## src/rtl/hsm_pkg.sv

```systemverilog
// +------------------------------------------------------------------+
// | hsm_pkg                                                          |
// | Shared types and helpers for the handshake stability monitor.    |
// | Revision: 1.0                                                    |
// +------------------------------------------------------------------+
`default_nettype none

package hsm_pkg;

  typedef enum logic [0:0] {
    IDLE = 1'b0,
    PEND = 1'b1
  } hsm_state_e;

  typedef struct packed {
    logic drop;
    logic change;
    logic timeout;
  } hsm_viol_t;

  // Width of the stall-run counter; never narrower than one bit.
  function automatic int unsigned run_width(input int unsigned max_stall);
    return (max_stall == 0) ? 1 : $clog2(max_stall + 1);
  endfunction

endpackage

`default_nettype wire

```

## src/rtl/sat_counter.sv

```systemverilog
// +------------------------------------------------------------------+
// | sat_counter                                                      |
// | Up-counter that sticks at all-ones; synchronous clear wins.      |
// | Revision: 1.0                                                    |
// +------------------------------------------------------------------+
`default_nettype none

module sat_counter #(
  parameter int unsigned Width = 8
) (
  input  logic             clk_i,
  input  logic             rst_ni,
  input  logic             clear_i,
  input  logic             en_i,
  output logic [Width-1:0] q_o
);

  logic [Width-1:0] r_q;

  always_ff @(posedge clk_i or negedge rst_ni) begin
    if (!rst_ni) begin
      r_q <= '0;
    end else if (clear_i) begin
      r_q <= '0;
    end else if (en_i && (r_q != '1)) begin
      r_q <= r_q + 1'b1;
    end
  end

  assign q_o = r_q;

endmodule

`default_nettype wire

```

## src/rtl/handshake_stability_monitor.sv

```systemverilog
// +------------------------------------------------------------------+
// | handshake_stability_monitor                                      |
// | Passive valid/ready checker: stall stability, timeout, counters. |
// | Revision: 1.0                                                    |
// +------------------------------------------------------------------+
`default_nettype none

module handshake_stability_monitor
  import hsm_pkg::*;
#(
  parameter int unsigned DataWidth      = 32,
  parameter int unsigned CntWidth       = 32,
  parameter int unsigned MaxStallCycles = 0
) (
  input  logic                 clk_i,
  input  logic                 rst_ni,
  input  logic                 clear_i,
  input  logic                 valid_i,
  input  logic                 ready_i,
  input  logic [DataWidth-1:0] data_i,
  output logic [CntWidth-1:0]  hs_count_o,
  output logic [CntWidth-1:0]  stall_count_o,
  output logic                 err_drop_o,
  output logic                 err_change_o,
  output logic                 err_timeout_o,
  output logic                 error_o,
  output logic                 viol_o
);

  localparam int unsigned c_run_width = run_width(MaxStallCycles);
  localparam logic [c_run_width-1:0] c_run_max = c_run_width'(MaxStallCycles);

  hsm_state_e             r_state;
  hsm_state_e             w_state_next;
  logic [DataWidth-1:0]   r_held;
  logic [c_run_width-1:0] w_run;
  hsm_viol_t              w_new;
  logic                   w_hs;
  logic                   w_stall;
  logic                   w_capture;
  logic                   w_timeout_hit;
  logic                   r_err_drop;
  logic                   r_err_change;
  logic                   r_err_timeout;
  logic                   r_viol;

  assign w_hs    = valid_i & ready_i;
  assign w_stall = valid_i & ~ready_i;

  sat_counter #(.Width(CntWidth)) u_hs_cnt (
    .clk_i   (clk_i),
    .rst_ni  (rst_ni),
    .clear_i (clear_i),
    .en_i    (w_hs),
    .q_o     (hs_count_o)
  );

  sat_counter #(.Width(CntWidth)) u_stall_cnt (
    .clk_i   (clk_i),
    .rst_ni  (rst_ni),
    .clear_i (clear_i),
    .en_i    (w_stall),
    .q_o     (stall_count_o)
  );

  // Run length restarts on any non-stall cycle, so a fresh offer from IDLE lands on 1.
  sat_counter #(.Width(c_run_width)) u_run_cnt (
    .clk_i   (clk_i),
    .rst_ni  (rst_ni),
    .clear_i (clear_i | ~w_stall),
    .en_i    (w_stall & (w_run != c_run_max)),
    .q_o     (w_run)
  );

  generate
    if (MaxStallCycles != 0) begin : g_timeout
      localparam logic [c_run_width-1:0] c_run_trig = c_run_width'(MaxStallCycles - 1);
      assign w_timeout_hit = w_stall & (w_run == c_run_trig);
    end else begin : g_no_timeout
      assign w_timeout_hit = 1'b0;
    end
  endgenerate

  always_ff @(posedge clk_i or negedge rst_ni) begin
    if (!rst_ni) begin
      r_state <= IDLE;
    end else if (clear_i) begin
      r_state <= IDLE;
    end else begin
      r_state <= w_state_next;
    end
  end

  always_comb begin
    w_state_next   = r_state;
    w_capture      = 1'b0;
    w_new          = '0;
    unique case (r_state)
      IDLE: begin
        if (w_stall) begin
          w_capture    = 1'b1;
          w_state_next = PEND;
        end
      end
      PEND: begin
        if (!valid_i) begin
          w_new.drop   = 1'b1;
          w_state_next = IDLE;
        end else begin
          // A changed beat is still tracked: recapture it unless it is accepted now.
          if (data_i != r_held) begin
            w_new.change = 1'b1;
            w_capture    = ~ready_i;
          end
          if (ready_i) begin
            w_state_next = IDLE;
          end
        end
      end
      default: w_state_next = IDLE;
    endcase
    w_new.timeout = w_timeout_hit;
  end

  always_ff @(posedge clk_i or negedge rst_ni) begin
    if (!rst_ni) begin
      r_held        <= '0;
      r_err_drop    <= 1'b0;
      r_err_change  <= 1'b0;
      r_err_timeout <= 1'b0;
      r_viol        <= 1'b0;
    end else if (clear_i) begin
      r_err_drop    <= 1'b0;
      r_err_change  <= 1'b0;
      r_err_timeout <= 1'b0;
      r_viol        <= 1'b0;
    end else begin
      if (w_capture) begin
        r_held <= data_i;
      end
      r_err_drop    <= r_err_drop    | w_new.drop;
      r_err_change  <= r_err_change  | w_new.change;
      r_err_timeout <= r_err_timeout | w_new.timeout;
      r_viol        <= |w_new;
    end
  end

  assign err_drop_o    = r_err_drop;
  assign err_change_o  = r_err_change;
  assign err_timeout_o = r_err_timeout;
  assign error_o       = r_err_drop | r_err_change | r_err_timeout;
  assign viol_o        = r_viol;

endmodule

`default_nettype wire
```

## config.mk

```make
export PLATFORM = sky130hd
export DESIGN_NAME = handshake_stability_monitor
export DESIGN_NICKNAME = d
export VERILOG_FILES = /design/src/rtl/hsm_pkg.sv /design/src/rtl/sat_counter.sv /design/src/rtl/handshake_stability_monitor.sv
export SDC_FILE = /design/constraint.sdc
export NUM_CORES = 1
export LEC_CHECK = 0
export CAP_MARGIN = 15
export CORE_MARGIN = 2
export CORE_UTILIZATION = 45
export DETAILED_ROUTE_END_ITERATION = 8
export GPL_TIMING_DRIVEN = 0
export PLACE_DENSITY = 0.68
export REMOVE_ABC_BUFFERS = 1
export SYNTH_ARGS = -nofsm -noshare
export SYNTH_HDL_FRONTEND = slang
export SYNTH_SLANG_ARGS = --single-unit
```

## constraint.sdc

```tcl
create_clock -name clk_i -period 3.54 [get_ports clk_i]
set_clock_uncertainty 0.1 [all_clocks]
set_input_delay 1.062 -clock clk_i [delete_from_list [all_inputs] [get_ports clk_i]]
set_output_delay 1.062 -clock clk_i [all_outputs]
set_load 0.005 [all_outputs]
```

======== After elaboration in Yosys (flattened, before gate mapping) ========
Index checks and enable logic that the tools add are counted.
W data, S select, Z words.
operators by class
  $add $sub $neg .......................... 2
  eq/ne operators ......................... 3
  mux-type cells .......................... 19
  bitwise gates (word level) .............. 8
  reduce and logical (&&, ||, !) cells .... 6
operators by type and width
  cell                     number
  $mux W32                 4
  $add A32 B1 Y32 const B  2
  $ne A32 B32 Y1 const B   2
  $ne A32 B32 Y1           1
  $mux W1                  12
  $pmux W1 S2              2
  $reduce_bool A2 Y1       2
  $not A1 Y1               3
  $or A1 B1 Y1             3
  $and A1 B1 Y1            2
  $logic_and A1 B1 Y1      2
  $mux W2                  1
  $reduce_and A2 Y1        1
  $reduce_or A2 Y1         1
word-level totals
  register bits after elaboration ......... 100
  input port bits ......................... 37
  logic and storage cells ................. 45

======== Depth between registers and ports, before layout ========
Gate-level depths: netlist of the first run.
  depth after elaboration ................. 6
  gate-level depth with buffers ........... 8
  mapped depth without buffers ............ 7

======== Modules after synthesis ========
Synthesis of the first run repeated with hierarchy kept, for this count alone.
second synthesis, totals
  cell total of the unflattened synthesis .. 525
  area total of the unflattened synthesis .. 5542.8 um^2
by module, submodules not included
  module                       instances  cells an instance  area each (um^2)  sequential area each (um^2)
  sat_counter                  2          198                1854.3            800.8
  handshake_stability_monitor  1          129                1834.3            900.9

======== Worst setup path before layout of the first run ========
Ideal clock, no wire load.
  path type ............................... input -> register
  start point ............................. input port data_i[30]
  end point ............................... register r_held[0]
  setup time .............................. 0.125 ns
  arrival time ............................ 2.427 ns
  path slack .............................. 0.888 ns
  stages on the path ...................... 7
  path buffers ............................ 1
  path through ............................ xor2_1 > nor4_1 > nand4_1 > nor2_1 > a21boi_1 > clkbuf_1 > mux2_2
between the ends
  longest elaborated chain between the ends .. 5
ends and longest elaborated chain
  item                         line                                RTL
  start: declaration           handshake_stability_monitor.sv:20   input logic [DataWidth-1:0] data_i,
  $ne A32 B32 Y1               handshake_stability_monitor.sv:111  if (data_i != r_held) begin
  $mux W1                      handshake_stability_monitor.sv:111
  $mux W1                      handshake_stability_monitor.sv:106  if (!valid_i) begin
  $pmux W1 S2                  handshake_stability_monitor.sv:98   unique case (r_state)
  $reduce_and A2 Y1 (no line)  n/a
  end signal: assignment       handshake_stability_monitor.sv:139  r_held <= data_i;
  end: declaration             handshake_stability_monitor.sv:35   logic [DataWidth-1:0] r_held;
No other way between the ends.
A chain may end at the register's enable or synchronous reset.

======== Worst setup path in the final report of the first run ========
  start point ............................. input port valid_i
  end point ............................... register u_stall_cnt.r_q[20], in the netlist u_stall_cnt.q_o[20]
between the ends
  longest elaborated chain between the ends .. 3
ends and longest elaborated chain
  item                          line                               RTL
  start: declaration            handshake_stability_monitor.sv:18  input logic valid_i,
  $and A1 B1 Y1                 handshake_stability_monitor.sv:48  assign w_stall = valid_i & ~ready_i;
  $logic_and A1 B1 Y1           sat_counter.sv:25                  end else if (en_i && (r_q != '1)) begin
  $reduce_bool A2 Y1 (no line)  n/a
  end signal: assignment        sat_counter.sv:26                  r_q <= r_q + 1'b1;
  end: declaration              sat_counter.sv:18                  logic [Width-1:0] r_q;
No other way between the ends.

==> results of run 1 <==
sequential cells by signal (all words and copies together), names as in the netlist:
| signal | cells |
|---|---|
| r_state | 1 |
| u_hs_cnt.q_o | 32 |
| r_held | 32 |
| viol_o | 1 |
| u_stall_cnt.q_o | 32 |
| err_change_o | 1 |
| err_drop_o | 1 |
worst max-delay path: cells and delay by family:
| family | cells | cell delay (ns) |
|---|---|---|
| buffers and inverters | 1 | 0.60 |
| AO/OA/AOI/OAI | 2 | 0.40 |
| AND/OR/NAND/NOR | 4 | 1.24 |
synthesized netlist by cell type, types with 4 or more instances:
cell type  number  area (um2)
nor4_1         17         106
nor3_1         15        75.1
xnor2_1        17         149
and3_1          7        43.8
and2_1          5        31.3
mux2_2         35         394
inv_1           7        26.3
xor2_1         53         464
or3_1          18         113
and4_1          6        52.6
nor2_1         56         210
dfrtp_1       100        2500
nand3_1        17        85.1
nand4_1        21         131
nand2_1        31         116
or4_1           4        30.0
clkbuf_1       12        45.0
nor2b_1         5        31.3
a21oi_1        21         105
o21ai_0        23         115
final cells by class:
class / instances / area (um2)
clock buffers: 11 / 243
clock inverters: 3 / 15.0
fillers: 938 / 4380
inverters: 7 / 26.3
multi-input cells: 381 / 2540
flip-flops and latches: 100 / 2500
well taps: 140 / 175
repair buffers: 107 / 1110
logic make-up after synthesis:
logic type / Yosys count
other cells: 1
compound gates: 55
buf+inv: 22
fa+ha+maj: 2
flops: 100
xor+xnor: 70
simple gates: 216
mux: 37
power groups by stage:
stage          clock network (uW)  logic [uW]  registers [uW]
2_1_floorplan                   0         144            1280
4_1_cts                       914         271            1270
3_5_place_dp                    0         269            1290
5_1_grt                       964         294            1280
6_report                      887         266            1270
3_3_place_gp                    0         254            1290
stage by stage:
step	instances	power [uW]	utilization, %
3_3_place_gp	732	1540	57.1
6_report	749	2420	60.2
2_1_floorplan	488	1420	-
4_1_cts	749	2460	60.2
5_1_grt	749	2540	60.2
3_5_place_dp	735	1560	57.8
worst paths after layout:
path,start,to,slack (ns),cells past startpoint
worst max register to register,u_hs_cnt.q_o[0],u_hs_cnt.q_o[3],0.90,7
min in group asynchronous,rst_ni,u_stall_cnt.q_o[10],0.59,1
worst min register to register,r_held[27],r_held[27],0.43,1
max in group asynchronous,rst_ni,r_held[16],2.07,2
worst max-delay path,valid_i,u_stall_cnt.q_o[20],0.40,7
worst min-delay path,r_held[27],r_held[27],0.43,1
layer usage:
metal  vias to the layer above  share of wire [%]  GRT usage (%)
met4                         0                1.2           4.92
met5                         -                  0              0
met2                       107                 48           33.0
li1                       1991                  -              -
met1                      1980                 46           25.9
met3                        16                4.8           5.19
==> impl_metrics.ini, run 1 <==
[outcome]
outcome = completed

[worst_setup_path]
slowest_stage = clkdlybuf4s50_1
arrival_ns = 3.31
critical_path_required_ns = 3.71
crit_path_end_kind = flip-flop
critical_path.cell_chain = clkdlybuf4s50_1 > nor2b_1 > nand2_1 > nor4_1 > o21ai_0 > or3_1 > a21oi_1
critPathMaxStageDelay_ns = 0.60
path_class = in -> reg
cp-start-kind = primary input
path_max_fanout = 7

[sta]
slew_violations = 0
setup_viol = 0
rsz0062_at_grt = false
holdWs_ns = 0.428
min_period_over_period_pct = 88.8
worst_pin_slew_ns = 0.864
fin_tns_setup_ns = 0
setup_slack_ns = 0.397
layout_min_cycle_time_ns = 3.14
max_slew_margin_pct = 42.2
finalHoldViolCount = 0
fmax_mhz = 318

[worst_hold_path]
hp-class = reg -> reg

[flow_run]
maxCapViolations = 0

[drt]
vias = 4094
ant_nets = 0
drcViolationCount = 0
drtIter0Drc = 307
vias_per_cell = 5.47
avgRoutedWirePerCell_um = 15.5
first_pass_iters = 4
finalWirelength_um = 11600

[synth]
synth_cell_type_count = 45
synth_compound_area_share_pct = 5.96
synth_adder_area_share_pct = 0.488
synth_xor_area_share_pct = 12.0
synth_top_family_by_area = simple AND/OR/NAND/NOR gates
synth_edf_count = 0
synth-seq-cells = 100
syn_area_um2 = 5130
async_reset_ff_share_pct = 100
syn_avg_cell_area_um2 = 10.2
ys_warn_count = 0
synth.area.mux_share_pct = 8.08
ys.flop_type = dfrtp_1
yosysSeqAreaShare_pct = 48.8
synthCells = 503
synthSimpleGateAreaFrac_pct = 22.7

[clock_tree]
clk_latency_ns = 0.35
clockRootBuffer = clkbuf_16
cts_tree = built
clk_pin_slew_ns = 0.06
post_cts_resized = 0
cts_buffer_depth = 2
cts_setup_buffers = 0
htreeDepth = 3
cts_made_buffers = 9
clkSinkCount = 100
hold_buffers = 0

[floorplan]
io_pins = 106
core_um2 = 11000
start_util_pct = 46.7
die_x_um = 111
dieArea_um2 = 12300
die_y_um = 111
rows = 38

[global_routing]
grt-ovfl-total = 0
grt_max_degree = 62
antenna_found_initial = 0
grt_pass1_vias = 4156
grt_pass1_wl_um = 20300
track_usage_pct = 19.8

[placed_design]
placedInstanceArea_um2 = 6350
pre_cts_ws_ns = 0.0622
gp_congestion = 0.819
dp_hpwl_um = 8330
portBuffers = 104

[power_and_ir_drop]
switching_power_uw = 570
leakage_uw = 0.00259
comb_power_share_pct = 11.0
powerDensity_nw_per_um2 = 367
power_switching_share_pct = 23.5
pwr-share-clk_pct = 36.6
internal_power_uw = 1850
sequentialPowerShare_pct = 52.4
max-vdd-ir-drop_mv = 0.329

[final_layout]
antenna_cells = 0
final_cell_mix = clkdlybuf4s50_1 (102), dfrtp_1 (100), nor2_1 (56), xor2_1 (53), mux2_2 (35)
drive_gt1_share_pct = 10.0
nets = 645
layout_commonest_cell = clkdlybuf4s50_1
area_delta_synth_final_pct = 28.9
stdcell_area_um2 = 6610
(Power assumes the default switching activity.)
==> inputs of run 2 (changes only) <==
--- a/config.mk
+++ b/config.mk
@@ -12,6 +12,7 @@
 export GPL_TIMING_DRIVEN = 0
 export PLACE_DENSITY = 0.68
 export REMOVE_ABC_BUFFERS = 1
+export SLEW_MARGIN = 20
 export SYNTH_ARGS = -nofsm -noshare
 export SYNTH_HDL_FRONTEND = slang
 export SYNTH_SLANG_ARGS = --single-unit
==> impl_metrics.ini, run 2 (synthesis gave the netlist of run 1 again) <==
[sta]
holdWs_ns = 0.426
worst_pin_slew_ns = 0.904
finalHoldViolCount = 0
slew_violations = 0
min_period_over_period_pct = 90.6
max_slew_margin_pct = 39.3
layout_min_cycle_time_ns = 3.21
fmax_mhz = 312
rsz0062_at_grt = false
setup_viol = 0
fin_tns_setup_ns = 0

[placed_design]
placedInstanceArea_um2 = 6340
gp_congestion = 0.819
dp_hpwl_um = 8200
portBuffers = 104
dpl.cell_count = 734

[final_layout]
nets = 644
layout_commonest_cell = clkdlybuf4s50_1
final_cell_mix = clkdlybuf4s50_1 (102), dfrtp_1 (100), nor2_1 (56), xor2_1 (53), mux2_2 (35)
area_delta_synth_final_pct = 30.5
drive_gt1_share_pct = 10.2
antenna_cells = 0
stdcell_area_um2 = 6690
fin_cells = 750

[drt]
ant_nets = 0
first_pass_iters = 5
drtIter0Drc = 195
vias = 4133
finalWirelength_um = 11700
vias_per_cell = 5.51
drcViolationCount = 0
avgRoutedWirePerCell_um = 15.6

[worst_setup_path]
critical_path_required_ns = 3.70
slowest_stage = clkdlybuf4s50_1
path_class = in -> reg
r2r_setup_slack_ns = 0.90
critPathMaxStageDelay_ns = 0.60
path_max_fanout = 7
crit_path_end_kind = flip-flop
critical_path.cell_chain = clkdlybuf4s50_1 > nor2b_1 > nand2_1 > nor4_1 > o21ai_0 > or3_1 > a21oi_1
arrival_ns = 3.36
r2r_cells = 6
cp-start-kind = primary input

[worst_hold_path]
hp-class = reg -> reg
whs_path_depth = 1

[floorplan]
dieArea_um2 = 12300
die_y_um = 111
die_x_um = 111
core_um2 = 11000
io_pins = 106
rows = 38
start_util_pct = 46.7

[outcome]
outcome = completed

[clock_tree]
clkSinkCount = 100
cts_buffer_depth = 2
clk_latency_ns = 0.34
htreeDepth = 3
cts_made_buffers = 9
clk_pin_slew_ns = 0.07
cts_setup_buffers = 0
cts_tree = built
post_cts_resized = 0
hold_buffers = 0
clockRootBuffer = clkbuf_16

[power_and_ir_drop]
comb_power_share_pct = 9.9
leakage_uw = 0.00263
sequentialPowerShare_pct = 47.5
max-vdd-ir-drop_mv = 0.350
powerDensity_nw_per_um2 = 400
internal_power_uw = 2090
pwr-share-clk_pct = 42.7
total_power_uw = 2670
switching_power_uw = 580
power_switching_share_pct = 21.7

[global_routing]
grt_pass1_wl_um = 20400
antenna_found_initial = 0
track_usage_pct = 19.9
grt_pass1_vias = 4145
grt-ovfl-total = 0
grt_max_degree = 73

[flow_run]
maxCapViolations = 0
[run 2: cell types whose count changed in the layout (fill, tap and decap cells not counted)]
cell       before  now
buf_12          1    0
buf_2           1    0
buf_6           0    1
bufinv_16       0    3
clkbuf_8        1    2
clkinv_2        3    1
[run 2: worst paths after layout]
kind / end / startpoint
worst max-delay path: u_stall_cnt.q_o[20] / valid_i
worst min-delay path: r_held[29] / r_held[29]
worst max register to register: u_stall_cnt.q_o[19] / u_stall_cnt.q_o[3]
worst min register to register: r_held[29] / r_held[29]
max in group asynchronous: u_hs_cnt.q_o[4] / rst_ni
min in group asynchronous: u_stall_cnt.q_o[10] / rst_ni
[run 2: layer usage]
layer,track usage [%],vias up,part of all wire [%]
met2,33.0,102,49
li1,-,1990,-
met1,26.3,2032,46
met5,0,-,0
met4,4.75,0,0.91
met3,5.25,9,4.5
[run 2: critical path, delay by kind of cell]
family,cells,cell delay [ns]
AO/OA/AOI/OAI,2,0.42
AND/OR/NAND/NOR,4,1.29
buffers and inverters,1,0.60
[run 2: power groups by stage]
stage	logic [uW]	registers [uW]	clock network, uW
floorplan	144	1280	0
global placement	254	1290	0
detailed placement	268	1290	0
CTS	270	1270	1170
global route	293	1280	1220
finish	263	1270	1140
[run 2: per-stage QoR]
stage	utilization (%)	worst slack, ns
after floorplan	-	-0.0936
after global placement	57.1	-2.78
after detailed placement	57.7	0.00869
after CTS	60.9	0.365
after global routing	60.9	0.0198
final	60.9	0.332
[run 2: layout make-up]
type	count	area, um2
Clock buffer	12	256
Tap cell	140	175
Fill cell	939	4300
Clock inverter	4	95.1
Timing Repair Buffer	106	1090
Inverter	7	26.3
Multi-Input combinational cell	381	2540
Sequential cell	100	2500
==> inputs of run 3 (changes only) <==
==> constraint.sdc (replaced) <==
create_clock -name clk_i -period 3.25 [get_ports clk_i]
set_clock_uncertainty 0.1 [all_clocks]
set_input_delay 0.975 -clock clk_i [delete_from_list [all_inputs] [get_ports clk_i]]
set_output_delay 0.975 -clock clk_i [all_outputs]
set_load 0.005 [all_outputs]
==> impl_metrics.ini, run 3 (synthesis gave the netlist of run 1 again) <==
[clock_tree]
clk_latency_ns = 0.34
clockRootBuffer = clkbuf_16
cts_setup_buffers = 0
cts_tree = built
clkSinkCount = 100
post_cts_resized = 0
cts_buffer_depth = 2
clk_pin_slew_ns = 0.06
hold_buffers = 0
cts_made_buffers = 9
htreeDepth = 3

[final_layout]
regArea_um2 = 2500
drive_gt1_share_pct = 10.5
final_cell_mix = clkdlybuf4s50_1 (102), dfrtp_1 (100), nor2_1 (56), xor2_1 (53), mux2_2 (35)
multiInputGateArea_um2 = 2550
area_delta_synth_final_pct = 30.7
antenna_cells = 0
stdcell_area_um2 = 6700
filler_cell_count = 935
nets = 644
layout_commonest_cell = clkdlybuf4s50_1

[worst_setup_path]
critPathMaxStageDelay_ns = 0.44
r2r-start = u_stall_cnt.q_o[3]
cp-start-kind = primary input
path_max_fanout = 20
arrival_ns = 3.15
path_class = in -> reg
crit_path_end_kind = flip-flop
slowest_stage = clkdlybuf4s50_1
cp-startpoint = data_i[21]
critical_path_required_ns = 3.38
critical_path.cell_chain = clkdlybuf4s50_1 > xor2_1 > nor4_1 > nand4_1 > nor2_1 > a21boi_4 > buf_16 > mux2_2

[floorplan]
start_util_pct = 46.7
dieArea_um2 = 12300
io_pins = 106
die_y_um = 111
rows = 38
core_um2 = 11000
die_x_um = 111

[global_routing]
use_met2_pct = 33.0
grt-ovfl-total = 0
track_usage_pct = 19.9
grt_max_degree = 73
grt.met3_usage_pct = 5.25
grt_pass1_wl_um = 20400
antenna_found_initial = 0
grt_pass1_vias = 4145
met1_usage_pct = 26.3
top_usage_layer = met2

[drt]
drcViolationCount = 0
vias_per_cell = 5.51
finalWirelength_um = 11800
ant_nets = 0
drtIter0Drc = 206
vias = 4135
avgRoutedWirePerCell_um = 15.7
first_pass_iters = 4

[sta]
slew_violations = 0
finalHoldViolCount = 0
fmax_mhz = 330
fin_tns_setup_ns = 0
rsz0062_at_grt = false
max_slew_margin_pct = 39.1
layout_min_cycle_time_ns = 3.03
min_period_over_period_pct = 93.2
worst_pin_slew_ns = 0.906
setup_viol = 0

[flow_run]
maxCapViolations = 0

[power_and_ir_drop]
powerDensity_nw_per_um2 = 435
max-vdd-ir-drop_mv = 0.380
leakage_uw = 0.00263

[placed_design]
dp_hpwl_um = 8200
portBuffers = 104
placedInstanceArea_um2 = 6340
gp_congestion = 0.819

[worst_hold_path]
hp-class = in -> async

[outcome]
outcome = completed
-- run 3: cell counts in the layout (fill, tap and decap cells not counted) --
Identical to the previous run, type by type.
-- run 3: final timing paths --
path                                        to  slack (ns)  cells after the start
min in group clk_i                  r_held[29]        0.43                      1
max in group asynchronous      u_hs_cnt.q_o[4]        1.99                      2
setup reg to reg           u_stall_cnt.q_o[19]        0.61                      6
hold reg to reg                     r_held[29]        0.43                      1
setup / recovery                    r_held[15]        0.22                      8
hold / removal             u_stall_cnt.q_o[10]        0.43                      1
-- run 3: final cells by class --
| cell class | count | area share [%] |
|---|---|---|
| multi-input combinational | 381 | 38.1 |
| sequential | 100 | 37.3 |
| timing repair buffer | 106 | 16.3 |
| clock buffer | 12 | 3.83 |
| tap | 140 | 2.61 |
| clock inverter | 4 | 1.42 |
| inverter | 7 | 0.392 |
-- run 3: where the power goes --
group / leakage, uW / switching (uW) / internal (uW)
Sequential: 0.00133 / 58.3 / 1330
Combinational: 0.00113 / 125 / 164
Clock: 0.000173 / 449 / 794
Total: 0.00263 / 632 / 2280
-- run 3: per-layer routing --
layer | wire (um) | part of all wire [%] | vias to the layer above
met1 | 5330 | 45 | 2032
met4 | 106 | 0.90 | 0
met2 | 5750 | 49 | 105
met3 | 567 | 4.8 | 9
met5 | 0 | 0 | -
li1 | - | - | 1989
-- run 3: critical path: cells and delay by family --
family                    cells  cell delay (ns)
xor gates and xnor gates      1             0.16
AOI/OAI and AO/OA             1             0.19
muxes                         1             0.28
and+or+nand+nor               3             0.89
buffers and inverters         2             0.65
-- run 3: per-stage QoR --
step                      instances  total power, uW  setup WS (ns)  utilization (%)  hold WS, ns
after global placement          732             1680          -2.98             57.1        0.410
after global routing            750             3040          0.100             61.0        0.435
after CTS                       750             2950          0.162             60.9        0.431
after detailed placement        734             1700         -0.194             57.7        0.416
final                           750             2910          0.223             61.0        0.426
after floorplan                 488             1550         -0.297                -        0.399
